`src/rtl/mc_ctrl_pkg.sv`:
```
// Shared encodings and the packed control word for the multicycle controller.
// MC_CTRL_BNE_EN (optional) adds the BNEST state; its encoding is always reserved here.
package mc_ctrl_pkg;

  typedef enum logic [3:0] {
    S_FETCH   = 4'd0,
    S_DECODE  = 4'd1,
    S_MEMADR  = 4'd2,
    S_MEMRD   = 4'd3,
    S_MEMWB   = 4'd4,
    S_MEMWR   = 4'd5,
    S_EXECUTE = 4'd6,
    S_ALUWB   = 4'd7,
    S_BRANCH  = 4'd8,
    S_IEXEC   = 4'd9,
    S_IWB     = 4'd10,
    S_JUMP    = 4'd11,
    S_EXC     = 4'd12,
    S_BNEST   = 4'd13
  } state_e;

  localparam logic [5:0] OP_LW    = 6'b100011;
  localparam logic [5:0] OP_SW    = 6'b101011;
  localparam logic [5:0] OP_RTYPE = 6'b000000;
  localparam logic [5:0] OP_BEQ   = 6'b000100;
  localparam logic [5:0] OP_ADDI  = 6'b001000;
  localparam logic [5:0] OP_ANDI  = 6'b001100;
  localparam logic [5:0] OP_ORI   = 6'b001101;
  localparam logic [5:0] OP_J     = 6'b000010;
  localparam logic [5:0] OP_BNE   = 6'b000101;

  localparam logic [2:0] ALU_ADD   = 3'd0;
  localparam logic [2:0] ALU_SUB   = 3'd1;
  localparam logic [2:0] ALU_FUNCT = 3'd2;
  localparam logic [2:0] ALU_AND   = 3'd3;
  localparam logic [2:0] ALU_OR    = 3'd4;

  typedef struct packed {
    logic       pcwrite;
    logic       memwrite;
    logic       irwrite;
    logic       regwrite;
    logic       alusrca;
    logic       branch;
    logic       iord;
    logic       memtoreg;
    logic       regdst;
    logic       exc;
    logic [1:0] alusrcb;
    logic [1:0] pcsrc;
    logic [2:0] aluop;
  } ctrl_t;

  // Raw register values outside the enum collapse to EXC so stray encodings recover via the exception path.
  function automatic state_e to_state(input logic [31:0] raw);
    if (raw > 32'(S_BNEST)) return S_EXC;
    return state_e'(raw[3:0]);
  endfunction

endpackage

```
`src/rtl/mc_ctrl_outdec.sv`:
```
// Output decoder: maps (state, opcode, mem_ready) to the datapath control word.
// MC_CTRL_BNE_EN adds the bne_o strobe for the BNEST state.
module mc_ctrl_outdec
  import mc_ctrl_pkg::*;
#(
  parameter int OP_W = 6,
  parameter int ST_W = 5
) (
  input  logic [ST_W-1:0] state_i,
  input  logic [OP_W-1:0] op_i,
  input  logic            mem_ready_i,
`ifdef MC_CTRL_BNE_EN
  output logic            bne_o,
`endif
  output ctrl_t           ctrl_o
);

  logic is_andi;
  logic is_ori;

  assign is_andi = (op_i == OP_W'(OP_ANDI));
  assign is_ori  = (op_i == OP_W'(OP_ORI));

  always_comb begin
    ctrl_o = '0;
`ifdef MC_CTRL_BNE_EN
    bne_o  = 1'b0;
`endif
    case (to_state(32'(state_i)))
      S_FETCH: begin
        ctrl_o.alusrcb = 2'b01;
        ctrl_o.aluop   = ALU_ADD;
        ctrl_o.irwrite = mem_ready_i;
        ctrl_o.pcwrite = mem_ready_i;
      end
      S_DECODE: begin
        ctrl_o.alusrcb = 2'b11;
        ctrl_o.aluop   = ALU_ADD;
      end
      S_MEMADR: begin
        ctrl_o.alusrca = 1'b1;
        ctrl_o.alusrcb = 2'b10;
        ctrl_o.aluop   = ALU_ADD;
      end
      S_MEMRD: ctrl_o.iord = 1'b1;
      S_MEMWB: begin
        ctrl_o.regwrite = 1'b1;
        ctrl_o.memtoreg = 1'b1;
      end
      S_MEMWR: begin
        ctrl_o.iord     = 1'b1;
        ctrl_o.memwrite = 1'b1;
      end
      S_EXECUTE: begin
        ctrl_o.alusrca = 1'b1;
        ctrl_o.aluop   = ALU_FUNCT;
      end
      S_ALUWB: begin
        ctrl_o.regdst   = 1'b1;
        ctrl_o.regwrite = 1'b1;
      end
      S_BRANCH: begin
        ctrl_o.alusrca = 1'b1;
        ctrl_o.branch  = 1'b1;
        ctrl_o.pcsrc   = 2'b01;
        ctrl_o.aluop   = ALU_SUB;
      end
      S_IEXEC: begin
        ctrl_o.alusrca = 1'b1;
        ctrl_o.alusrcb = 2'b10;
        ctrl_o.aluop   = is_andi ? ALU_AND : (is_ori ? ALU_OR : ALU_ADD);
      end
      S_IWB: ctrl_o.regwrite = 1'b1;
      S_JUMP: begin
        ctrl_o.pcwrite = 1'b1;
        ctrl_o.pcsrc   = 2'b10;
      end
`ifdef MC_CTRL_BNE_EN
      S_BNEST: begin
        ctrl_o.alusrca = 1'b1;
        ctrl_o.pcsrc   = 2'b01;
        ctrl_o.aluop   = ALU_SUB;
        bne_o          = 1'b1;
      end
`endif
      default: begin
        ctrl_o.pcwrite = 1'b1;
        ctrl_o.pcsrc   = 2'b11;
        ctrl_o.exc     = 1'b1;
      end
    endcase
  end

endmodule

```
`src/rtl/mc_ctrl_fsm.sv`:
```
// Multicycle CPU controller: state register, next-state logic and output decoder.
// Define MC_CTRL_BNE_EN to add the BNEST state and the bne output.
module mc_ctrl_fsm
  import mc_ctrl_pkg::*;
#(
  parameter int OP_W    = 6,
  parameter int ST_W    = 5,
  parameter int ALUOP_W = 3
) (
  input  logic               clk,
  input  logic               reset,
  input  logic [OP_W-1:0]    op,
  input  logic               mem_ready,
  output logic               pcwrite,
  output logic               memwrite,
  output logic               irwrite,
  output logic               regwrite,
  output logic               alusrca,
  output logic               branch,
  output logic               iord,
  output logic               memtoreg,
  output logic               regdst,
  output logic               exc,
  output logic [1:0]         alusrcb,
  output logic [1:0]         pcsrc,
  output logic [ALUOP_W-1:0] aluop,
`ifdef MC_CTRL_BNE_EN
  output logic               bne,
`endif
  output logic [ST_W-1:0]    state_o
);

  logic [ST_W-1:0] state_q;
  logic [ST_W-1:0] state_d;
  ctrl_t           ctrl;

  logic is_lw, is_sw, is_rtype, is_beq, is_imm, is_j, is_bne;

  assign is_lw    = (op == OP_W'(OP_LW));
  assign is_sw    = (op == OP_W'(OP_SW));
  assign is_rtype = (op == OP_W'(OP_RTYPE));
  assign is_beq   = (op == OP_W'(OP_BEQ));
  assign is_imm   = (op == OP_W'(OP_ADDI)) || (op == OP_W'(OP_ANDI)) || (op == OP_W'(OP_ORI));
  assign is_j     = (op == OP_W'(OP_J));
  assign is_bne   = (op == OP_W'(OP_BNE));

  // mem_ready: the memory finishes the pending access in any cycle it is high; FETCH/MEMRD/MEMWR hold until then.
  always_comb begin
    state_d = ST_W'(S_FETCH);
    case (to_state(32'(state_q)))
      S_FETCH:   state_d = mem_ready ? ST_W'(S_DECODE) : ST_W'(S_FETCH);
      S_DECODE: begin
        if (is_lw || is_sw)   state_d = ST_W'(S_MEMADR);
        else if (is_rtype)    state_d = ST_W'(S_EXECUTE);
        else if (is_beq)      state_d = ST_W'(S_BRANCH);
        else if (is_imm)      state_d = ST_W'(S_IEXEC);
        else if (is_j)        state_d = ST_W'(S_JUMP);
`ifdef MC_CTRL_BNE_EN
        else if (is_bne)      state_d = ST_W'(S_BNEST);
`endif
        else                  state_d = ST_W'(S_EXC);
      end
      S_MEMADR: begin
        if (is_lw)            state_d = ST_W'(S_MEMRD);
        else if (is_sw)       state_d = ST_W'(S_MEMWR);
        else                  state_d = ST_W'(S_EXC);
      end
      S_MEMRD:   state_d = mem_ready ? ST_W'(S_MEMWB) : ST_W'(S_MEMRD);
      S_MEMWR:   state_d = mem_ready ? ST_W'(S_FETCH) : ST_W'(S_MEMWR);
      S_EXECUTE: state_d = ST_W'(S_ALUWB);
      S_IEXEC:   state_d = ST_W'(S_IWB);
      default:   state_d = ST_W'(S_FETCH);
    endcase
  end

  always_ff @(posedge clk) begin
    if (!reset) state_q <= ST_W'(S_FETCH);
    else        state_q <= state_d;
  end

  mc_ctrl_outdec #(.OP_W(OP_W), .ST_W(ST_W)) u_outdec (
    .state_i     (state_q),
    .op_i        (op),
    .mem_ready_i (mem_ready),
`ifdef MC_CTRL_BNE_EN
    .bne_o       (bne),
`endif
    .ctrl_o      (ctrl)
  );

`ifndef MC_CTRL_BNE_EN
  // BNE is decoded only when the BNEST state exists; otherwise it takes the exception path.
  logic unused_bne;
  assign unused_bne = is_bne;
`endif

  assign pcwrite  = ctrl.pcwrite;
  assign memwrite = ctrl.memwrite;
  assign irwrite  = ctrl.irwrite;
  assign regwrite = ctrl.regwrite;
  assign alusrca  = ctrl.alusrca;
  assign branch   = ctrl.branch;
  assign iord     = ctrl.iord;
  assign memtoreg = ctrl.memtoreg;
  assign regdst   = ctrl.regdst;
  assign exc      = ctrl.exc;
  assign alusrcb  = ctrl.alusrcb;
  assign pcsrc    = ctrl.pcsrc;
  assign aluop    = ALUOP_W'(ctrl.aluop);
  assign state_o  = state_q;

endmodule

```
`config.mk`:
```
export PLATFORM = sky130hd
export DESIGN_NAME = mc_ctrl_fsm
export DESIGN_NICKNAME = d
export VERILOG_FILES = /design/src/rtl/mc_ctrl_pkg.sv /design/src/rtl/mc_ctrl_outdec.sv /design/src/rtl/mc_ctrl_fsm.sv
export SDC_FILE = /design/constraint.sdc
export NUM_CORES = 1
export LEC_CHECK = 0
export ABC_AREA = 1
export CAP_MARGIN = 15
export CORE_MARGIN = 2
export CORE_UTILIZATION = 40
export DETAILED_ROUTE_END_ITERATION = 10
export GPL_ROUTABILITY_DRIVEN = 0
export MAX_ROUTING_LAYER = met4
export PLACE_DENSITY = 0.77
export SKIP_LAST_GASP = 1
export SLEW_MARGIN = 0
export SYNTH_ARGS = -nofsm -noshare
export SYNTH_HDL_FRONTEND = slang
export SYNTH_HIERARCHICAL = 1
export SYNTH_SLANG_ARGS = --single-unit
```
`constraint.sdc`:
```
create_clock -name clk -period 2.5 [get_ports clk]
set_input_delay 0.5 -clock clk [delete_from_list [all_inputs] [get_ports clk]]
set_output_delay 0.5 -clock clk [all_outputs]
set_load 0.02 [all_outputs]
```
After elaboration in Yosys (flattened, before gate mapping) --
Cells that the tools add are included.
Storage, ports and cells: input bits 9, logic and storage cells 61, flip-flop bits (word level) 5, output and inout port bits 22
Operators by class: order comparisons 1, eq/ne operators 18, multiplexer cells 29, reduce and logical (&&, ||, !) cells 12
Operators with widths (count):
- $pmux 4 s7 | 1
- $mux 4 | 6
- $mux 3 | 7
- $reduce_or 10->1 | 2
- $eq 6x4->1 const B | 3
- $eq 4x3->1 const B | 4
- $eq 4x4->1 const B | 4
- $eq 6x6->1 const B | 2
- $pmux 2 s3 | 2
- $reduce_or 12->1 | 1
- $mux 1 | 11
- $pmux 3 s3 | 1
- $eq 4x2->1 const B | 2
- $eq 6x2->1 const B | 1
- $eq 6x3->1 const B | 1
- $logic_not 6->1 | 1
- $gt 5x4->1 const B | 1
- $eq 4x1->1 const B | 1
- $logic_not 4->1 | 1
- $reduce_or 2->1 | 2
- $reduce_or 4->1 | 1
- $logic_or 1x1->1 | 3
- $reduce_or 3->1 | 1
- $pmux 1 s2 | 1

Longest topological paths before layout --
Gate-level depths: netlist of the first run.
word-level depth 8, gate-level depth with buffers 8, gate-level depth less buffers 8

By module --
Netlist of the first run, hierarchy kept.
Modules (own cells, without submodules):
- mc_ctrl_fsm | instances 1, sequential area each 80.1 µm², area an instance 427.9 µm², cells each 77
- mc_ctrl_outdec | instances 1, sequential area each 0.0 µm², area an instance 279.0 µm², cells each 57

Worst setup path before layout of the first run --
No wires, ideal clock.
path type flip-flop to output port, start reg state_q[2] (netlist: state_o[2]), end out regwrite, buffers on the path 0, path slack 0.559 ns, cell stages (with the launch flop) 7, data arrival time 1.441 ns, required time 2.000 ns, cells stage by stage dfxtp_1 > inv_1 > nor2_4 > inv_1 > nor2_2 > inv_1 > nand3_1
On the way: word-level cells in the longest chain between the ends 6, elaborated cells on any way between the ends 8, those cells by class order compare (1); eq/ne (3); mux (3); reduce/logical (1)
RTL lines:
- start: declaration | line mc_ctrl_fsm.sv:33 | logic [ST_W-1:0] state_q;
- start signal: assignment | line mc_ctrl_fsm.sv:77 | if (!reset) state_q <= ST_W'(S_FETCH);
- start signal: assignment | line mc_ctrl_fsm.sv:78 | else state_q <= state_d;
- $gt 5x4->1 | line mc_ctrl_pkg.sv:56 | if (raw > 32'(S_BNEST)) return S_EXC;
- $mux 1 | line mc_ctrl_pkg.sv:56
- $mux 4 (*) | line mc_ctrl_pkg.sv:57 | return state_e'(raw[3:0]);
- $eq 4x3->1 / $eq 4x4->1 (equally long branches) | line mc_ctrl_outdec.sv:29 | case (to_state(32'(state_i)))
- $reduce_or 3->1 (no line) (*)
- $mux 1 (*) | line mc_ctrl_outdec.sv:29
- end: declaration | line mc_ctrl_fsm.sv:17 | output logic regwrite,
Mark *: on every way between the ends. The rest lies on a longest branch, timed or not.

Worst setup path in the final report of the first run --
start in mem_ready, end out pcwrite
On the way: word-level cells in the longest chain between the ends 1
RTL lines:
- start: declaration | line mc_ctrl_fsm.sv:13 | input logic mem_ready,
- $pmux 1 s2 | line mc_ctrl_outdec.sv:29
- end: declaration | line mc_ctrl_fsm.sv:14 | output logic pcwrite,
No other way between the ends.

==> reports/summary.txt, run 1 <==
Post-synthesis cell area -> 707 sq um
DP Cell Count -> 190
DRT iter0 DRCs -> 14
Chip width -> 46.0 um
HPWL Detailed -> 1690 um
Worst path bufs/invs -> 3
DR pass1 iterations -> 4
Number of placement rows -> 15
Vias -> 942
Post-DP Area -> 1080 sq um
Number of global-route vias before repair -> 833
Tot GR Track Use -> 0.214
CTS Buf Count -> 3
Setup WS pre-CTS -> -0.165 ns
Status -> complete, no violations
Worst R2R Setup Slack -> 1.20 ns
Fin. max-slew vios -> 0
First-pass GRT wire length -> 3270 um
Synth cell count leaders -> 26 x inv_1, 25 x nand2_1, 24 x nor2_1
Seq cells post-synth -> 4
Synth Flop Type -> dfxtp_1
RSZ-0062 raised after global routing -> no
Worst path cell trace -> clkdlybuf4s50_1 -> inv_1 -> o21ai_2 -> clkdlybuf4s50_1
Most frequent cell after synthesis -> inv_1
Top cells by area, synth -> inv_1 14%, nand3_1 13%, nand2_1 13%
Num ports -> 31
Sequential-to-total area share from yosys stat -> 0.113
Htree depth -> 1
Req. time, crit path -> 2.00 ns
CTS sink cnt -> 4
CTS Hold Bufs -> 0
Routed WL per cell -> 9.97 um
Die Ht -> 46.0 um
Post-layout minimum cycle time -> 2.35 ns
Drt drc -> 0
Clock insertion delay at the later pin of the skew report -> 0.23 ns
Initial antenna violation count -> 0
Syn Inst Count -> 134
CP Class -> in2out
Nature of the critical path endpoint -> output pin
NumNets Final -> 187
Largest area contributor in the netlist -> inv_1
DIE AREA -> 2120 sq um
Arr. time, crit path -> 1.85 ns
Clk_skew -> 0.000203 ns
Pwr/cell area -> 292 nW/um^2
Largest stage delay on the critical path -> 0.61 ns
CTS tree -> done
Vias per cell -> 4.88
Max-cap violations -> 0
Post-synth top area share -> 0.138
Post-synthesis async set-or-reset flop share -> 0
Crit share post-route -> 0.941
Number of flops mapped to enable cells by yosys -> 0
Filler cells -> 170
Top cell by count, worst path -> clkdlybuf4s50_1
Worst hold path class -> reg2reg
VDD IR-drop max -> 264 uV
Final ANT Viol Nets -> 0
Setup WS post-layout -> 0.148 ns
Leak -> 0.548 nW
Syn-to-layout area delta -> 57.0%
Cell family with most CP delay -> buffers and inverters
Syn avg cell area -> 5.28 sq um
Fmax -> 0.425 GHz
Synth unique cells -> 23
Grt ovf -> 0
Share of cells above drive strength 1 -> 0.159
Clk buf depth -> 2
# setup viols final -> 0
WL final -> 1930 um
Largest net degree at the start of global routing -> 11
# port buffers -> 29
Crit Path Max Fanout -> 4
Initial cell density of the core -> 0.419
Final hold vios -> 0
Clock-pin transition on the worst setup and hold timing paths -> 0.03 ns
Yosys warns -> 6
Fin cells -> 193
Core Area -> 1690 sq um
Post-CTS Setup Bufs -> 0
Root Driver -> clkbuf_4
Startpoint Class -> primary input
Final Cell Area -> 1110 sq um
Max stage delay cell, worst path -> clkdlybuf4s50_1
Max FFs per register -> 4
# diodes -> 0
## worst min-delay path: stages, from the launching register on
cell and delay [ns]:
dfxtp_2 0.36, nand3_1 0.13, nand3_1 0.09, nand2_1 0.06, inv_1 0.03
## layer usage
metal	global-route usage	vias to the layer above	wire length, um
li1	-	509	-
met1	0.247	407	810
met2	0.394	26	1040
met3	0	0	75
met4	0.0686	0	0
met5	-	-	0
## timing repair
action	4_1_cts	5_1_grt
setup endpoints to repair	4	7
cloned	0	0
gates resized for setup	5	2
## area by class of cell
class | count | area [sq um] | area share
clock buffer | 3 | 22.5 | 0.0203
multi-input combinational | 103 | 527 | 0.475
timing repair buffer | 37 | 347 | 0.312
sequential | 4 | 83.8 | 0.0755
tap | 17 | 21.3 | 0.0192
inverter | 29 | 109 | 0.0981
## cell usage in the layout (no fill, tap or decap), drive strengths merged
cell,count
a21oi,3
and3,1
buf,8
clkbuf,3
clkdlybuf4s50,26
clkinv,1
conb,4
dfxtp,4
dlygate4sd2,3
inv,28
nand2,26
nand3,20
nand3b,1
nand4,8
nor2,32
nor3b,1
o211ai,2
o21ai,2
o21bai,2
o22ai,1
## power breakdown
group          internal (W)  total [W]  switching (W)
registers         0.0000691  0.0000800      0.0000108
logic             0.0000753   0.000168      0.0000923
clock network     0.0000535  0.0000764      0.0000229
## path summary, 6_finish.rpt
check | from | end | depth (start not counted)
worst max-delay path | mem_ready | pcwrite | 4
worst min-delay path | state_o[3] | state_o[3] | 4
worst max register to register | state_o[0] | state_o[2] | 6
worst min register to register | state_o[3] | state_o[3] | 4
## logic make-up after synthesis
family,Yosys count,synth area share
other,1,0.00530
AO/OA/AOI/OAI,10,0.0920
flip-flops,4,0.113
AND/OR/NAND/NOR,89,0.625
buffers and inverters,30,0.165
## stage by stage
step / total power (W) / setup TNS, ns / utilization / hold WS (ns)
final: 0.000324 / 0 / 0.657 / 0.708
after global placement: 0.000245 / -0.175 / 0.641 / 0.781
after floorplan: 0.000174 / 0 / - / 0.598
after detailed placement: 0.000248 / -0.435 / 0.641 / 0.783
after global routing: 0.000353 / 0 / 0.657 / 0.771
after CTS: 0.000330 / 0 / 0.656 / 0.789
No activity file was read; power rests on OpenSTA's default activity.
==> run 2: changes to the inputs <==
SLEW_MARGIN = unset   (was 0)
==> results of run 2 <==
The final DEF is identical to that of run 1; final timing and power are the same.
==> run 3: changes to the inputs <==
CORE_UTILIZATION = 37   (was 40)
PLACE_DENSITY = 0.75   (was 0.77)
clock period = 1.94 ns   (was 2.5 ns; I/O delays follow)
==> reports/summary.txt, run 3 (synthesis gave the netlist of run 1 again) <==
Status -> complete, no violations
Routed WL per cell -> 9.23 um (-7.5%)
Largest net degree at the start of global routing -> 9 (-2)
Commonest non-fill, non-tap cell in the layout -> inv_1
Nature of the critical path endpoint -> output pin
VDD IR-drop max -> 304 uV (+15%)
CP Class -> reg2out
# diodes -> 0 (unchanged)
Htree depth -> 1 (unchanged)
Worst hold path class -> in2reg
Clk buf depth -> 2 (unchanged)
# port buffers -> 29 (unchanged)
Startpoint Class -> register
Crit Path Max Fanout -> 4 (unchanged)
Leak -> 0.644 nW (+17%)
DR pass1 iterations -> 4 (unchanged)
DRT iter0 DRCs -> 26 (+12)
Top cell by count, worst path -> nor2_1
Initial antenna violation count -> 0 (unchanged)
Worst path bufs/invs -> 1 (-2)
Core Area -> 1760 sq um (+4.4%)
Post-Route Setup TNS -> 0 ns (unchanged)
Clk_skew -> 0.00543 ns (+0.00523 ns)
Final Util -> 0.650 (-0.00668)
Worst path cell trace -> nor2_1 -> nor2_1 -> clkdlybuf4s50_1
Post-layout minimum cycle time -> 1.80 ns
Max FFs per register -> 4 (unchanged)
RSZ-0062 raised after global routing -> no
CTS tree -> done
Clock-pin transition on the worst setup and hold timing paths -> 0.04 ns (about the same)
Vias per cell -> 4.77 (-2.2%)
Final ANT Viol Nets -> 0 (unchanged)
CTS Buf Count -> 3 (unchanged)
Post-CTS Setup Bufs -> 0 (unchanged)
Fmax -> 0.554 GHz
WL final -> 1920 um (-0.31%)
Grt ovf -> 0 (unchanged)
Max-cap violations -> 0 (unchanged)
Clock insertion delay at the later pin of the skew report -> 0.24 ns (about the same)
CTS Hold Bufs -> 0 (unchanged)
# setup viols final -> 0 (unchanged)
Share of cells above drive strength 1 -> 0.235 (+0.0759)
Syn-to-layout area delta -> 62.3%
Fin. max-slew vios -> 0 (unchanged)
NumNets Final -> 194 (+3.7%)
Number of global-route vias before repair -> 822 (-1.3%)
Tot GR Track Use -> 0.191 (-0.0224)
HPWL Detailed -> 1620 um (-4.1%)
Cell family with most CP delay -> buffers and inverters
Final hold vios -> 0 (unchanged)
Vias -> 993 (+5.4%)
Drt drc -> 0 (unchanged)
Pwr/cell area -> 368 nW/um^2 (+26%)
Crit share post-route -> 0.930
Initial cell density of the core -> 0.401 (-0.0178)
Die Ht -> 47.7 um (+3.6%)
Req. time, crit path -> 1.55 ns (-0.45 ns)
Num ports -> 31 (unchanged)
Root Driver -> clkbuf_4
Most frequent cells in the layout -> 26 x inv_1, 25 x nand2_1, 23 x nor2_1
Power Total -> 0.000422 W (+30%)
CTS sink cnt -> 4 (unchanged)
DIE AREA -> 2280 sq um (+7.4%)
First-pass GRT wire length -> 3100 um (-5.3%)
Number of placement rows -> 15 (unchanged)
Arr. time, crit path -> 1.42 ns (-0.43 ns)
Chip width -> 47.7 um (+3.6%)
Max stage delay cell, worst path -> clkdlybuf4s50_1
Largest stage delay on the critical path -> 0.61 ns (about the same)
[run 3: cell count changes in the layout (fill, tap and decap cells not counted)]
cell / delta
buf_6: +1
buf_2: +2
dlymetal6s2s_1: +4
nor2_1: -1
dfxtp_1: +1
clkbuf_2: +5
dfxtp_2: -1
clkdlybuf4s50_1: -16
dlygate4sd2_1: +2
buf_4: +7
nor2_2: +1
clkdlybuf4s15_1: +2
[run 3: power breakdown]
part	switching, W	total [W]	internal [W]
sequential	0.00000842	0.0000972	0.0000887
combinational	0.000127	0.000221	0.0000944
clock	0.0000348	0.000104	0.0000693
total	0.000170	0.000422	0.000252
[run 3: stage by stage]
step | instances | cell area [sq um] | setup slack [ns] | hold WS [ns]
final | 208 | 1150 | 0.135 | 0.667
after global routing | 208 | 1150 | 0.00372 | 0.711
after floorplan | 137 | 718 | 0.111 | 0.486
after detailed placement | 205 | 1140 | -0.422 | 0.838
after global placement | 205 | 1140 | -0.400 | 0.830
after CTS | 208 | 1160 | -0.177 | 0.738
[run 3: final timing paths]
| check | start | end | slack, ns | cells past startpoint |
|---|---|---|---|---|
| max | state_o[2] | exc | 0.14 | 3 |
| min | op[2] | state_o[2] | 0.67 | 5 |
| min reg2reg | state_o[3] | state_o[3] | 0.85 | 5 |
| max reg2reg | state_o[0] | state_o[3] | 0.68 | 8 |
[run 3: final cells by class]
cell class              count  area [sq um]
repair buffers             44           373
clock buffers               3          22.5
multi-input cells         103           529
inverters                  29           109
well taps                  25          31.3
flip-flops and latches      4          82.6
fillers                   194           617
[run 3: repair_timing]
item | in CTS | in global routing
pin swaps | 0 | 5
gates resized for setup | 24 | 22
endpoints found under the setup margin | 16 | 11
[run 3: worst register-to-register path, stage by stage, from the launching register on]
cell	delay, ns
dfxtp_2	0.35
buf_4	0.14
inv_1	0.15
nand3_1	0.10
nor2_1	0.14
o21ai_0	0.13
nand3_1	0.10
nand2_1	0.06
inv_1	0.04
[run 3: layer usage]
layer / track usage / wire (um) / up-vias
met2: 0.317 / 929 / 36
met4: 0.0703 / 38 / 0
met5: - / 0 / -
met3: 0.0226 / 123 / 6
li1: - / - / 525
met1: 0.236 / 828 / 426
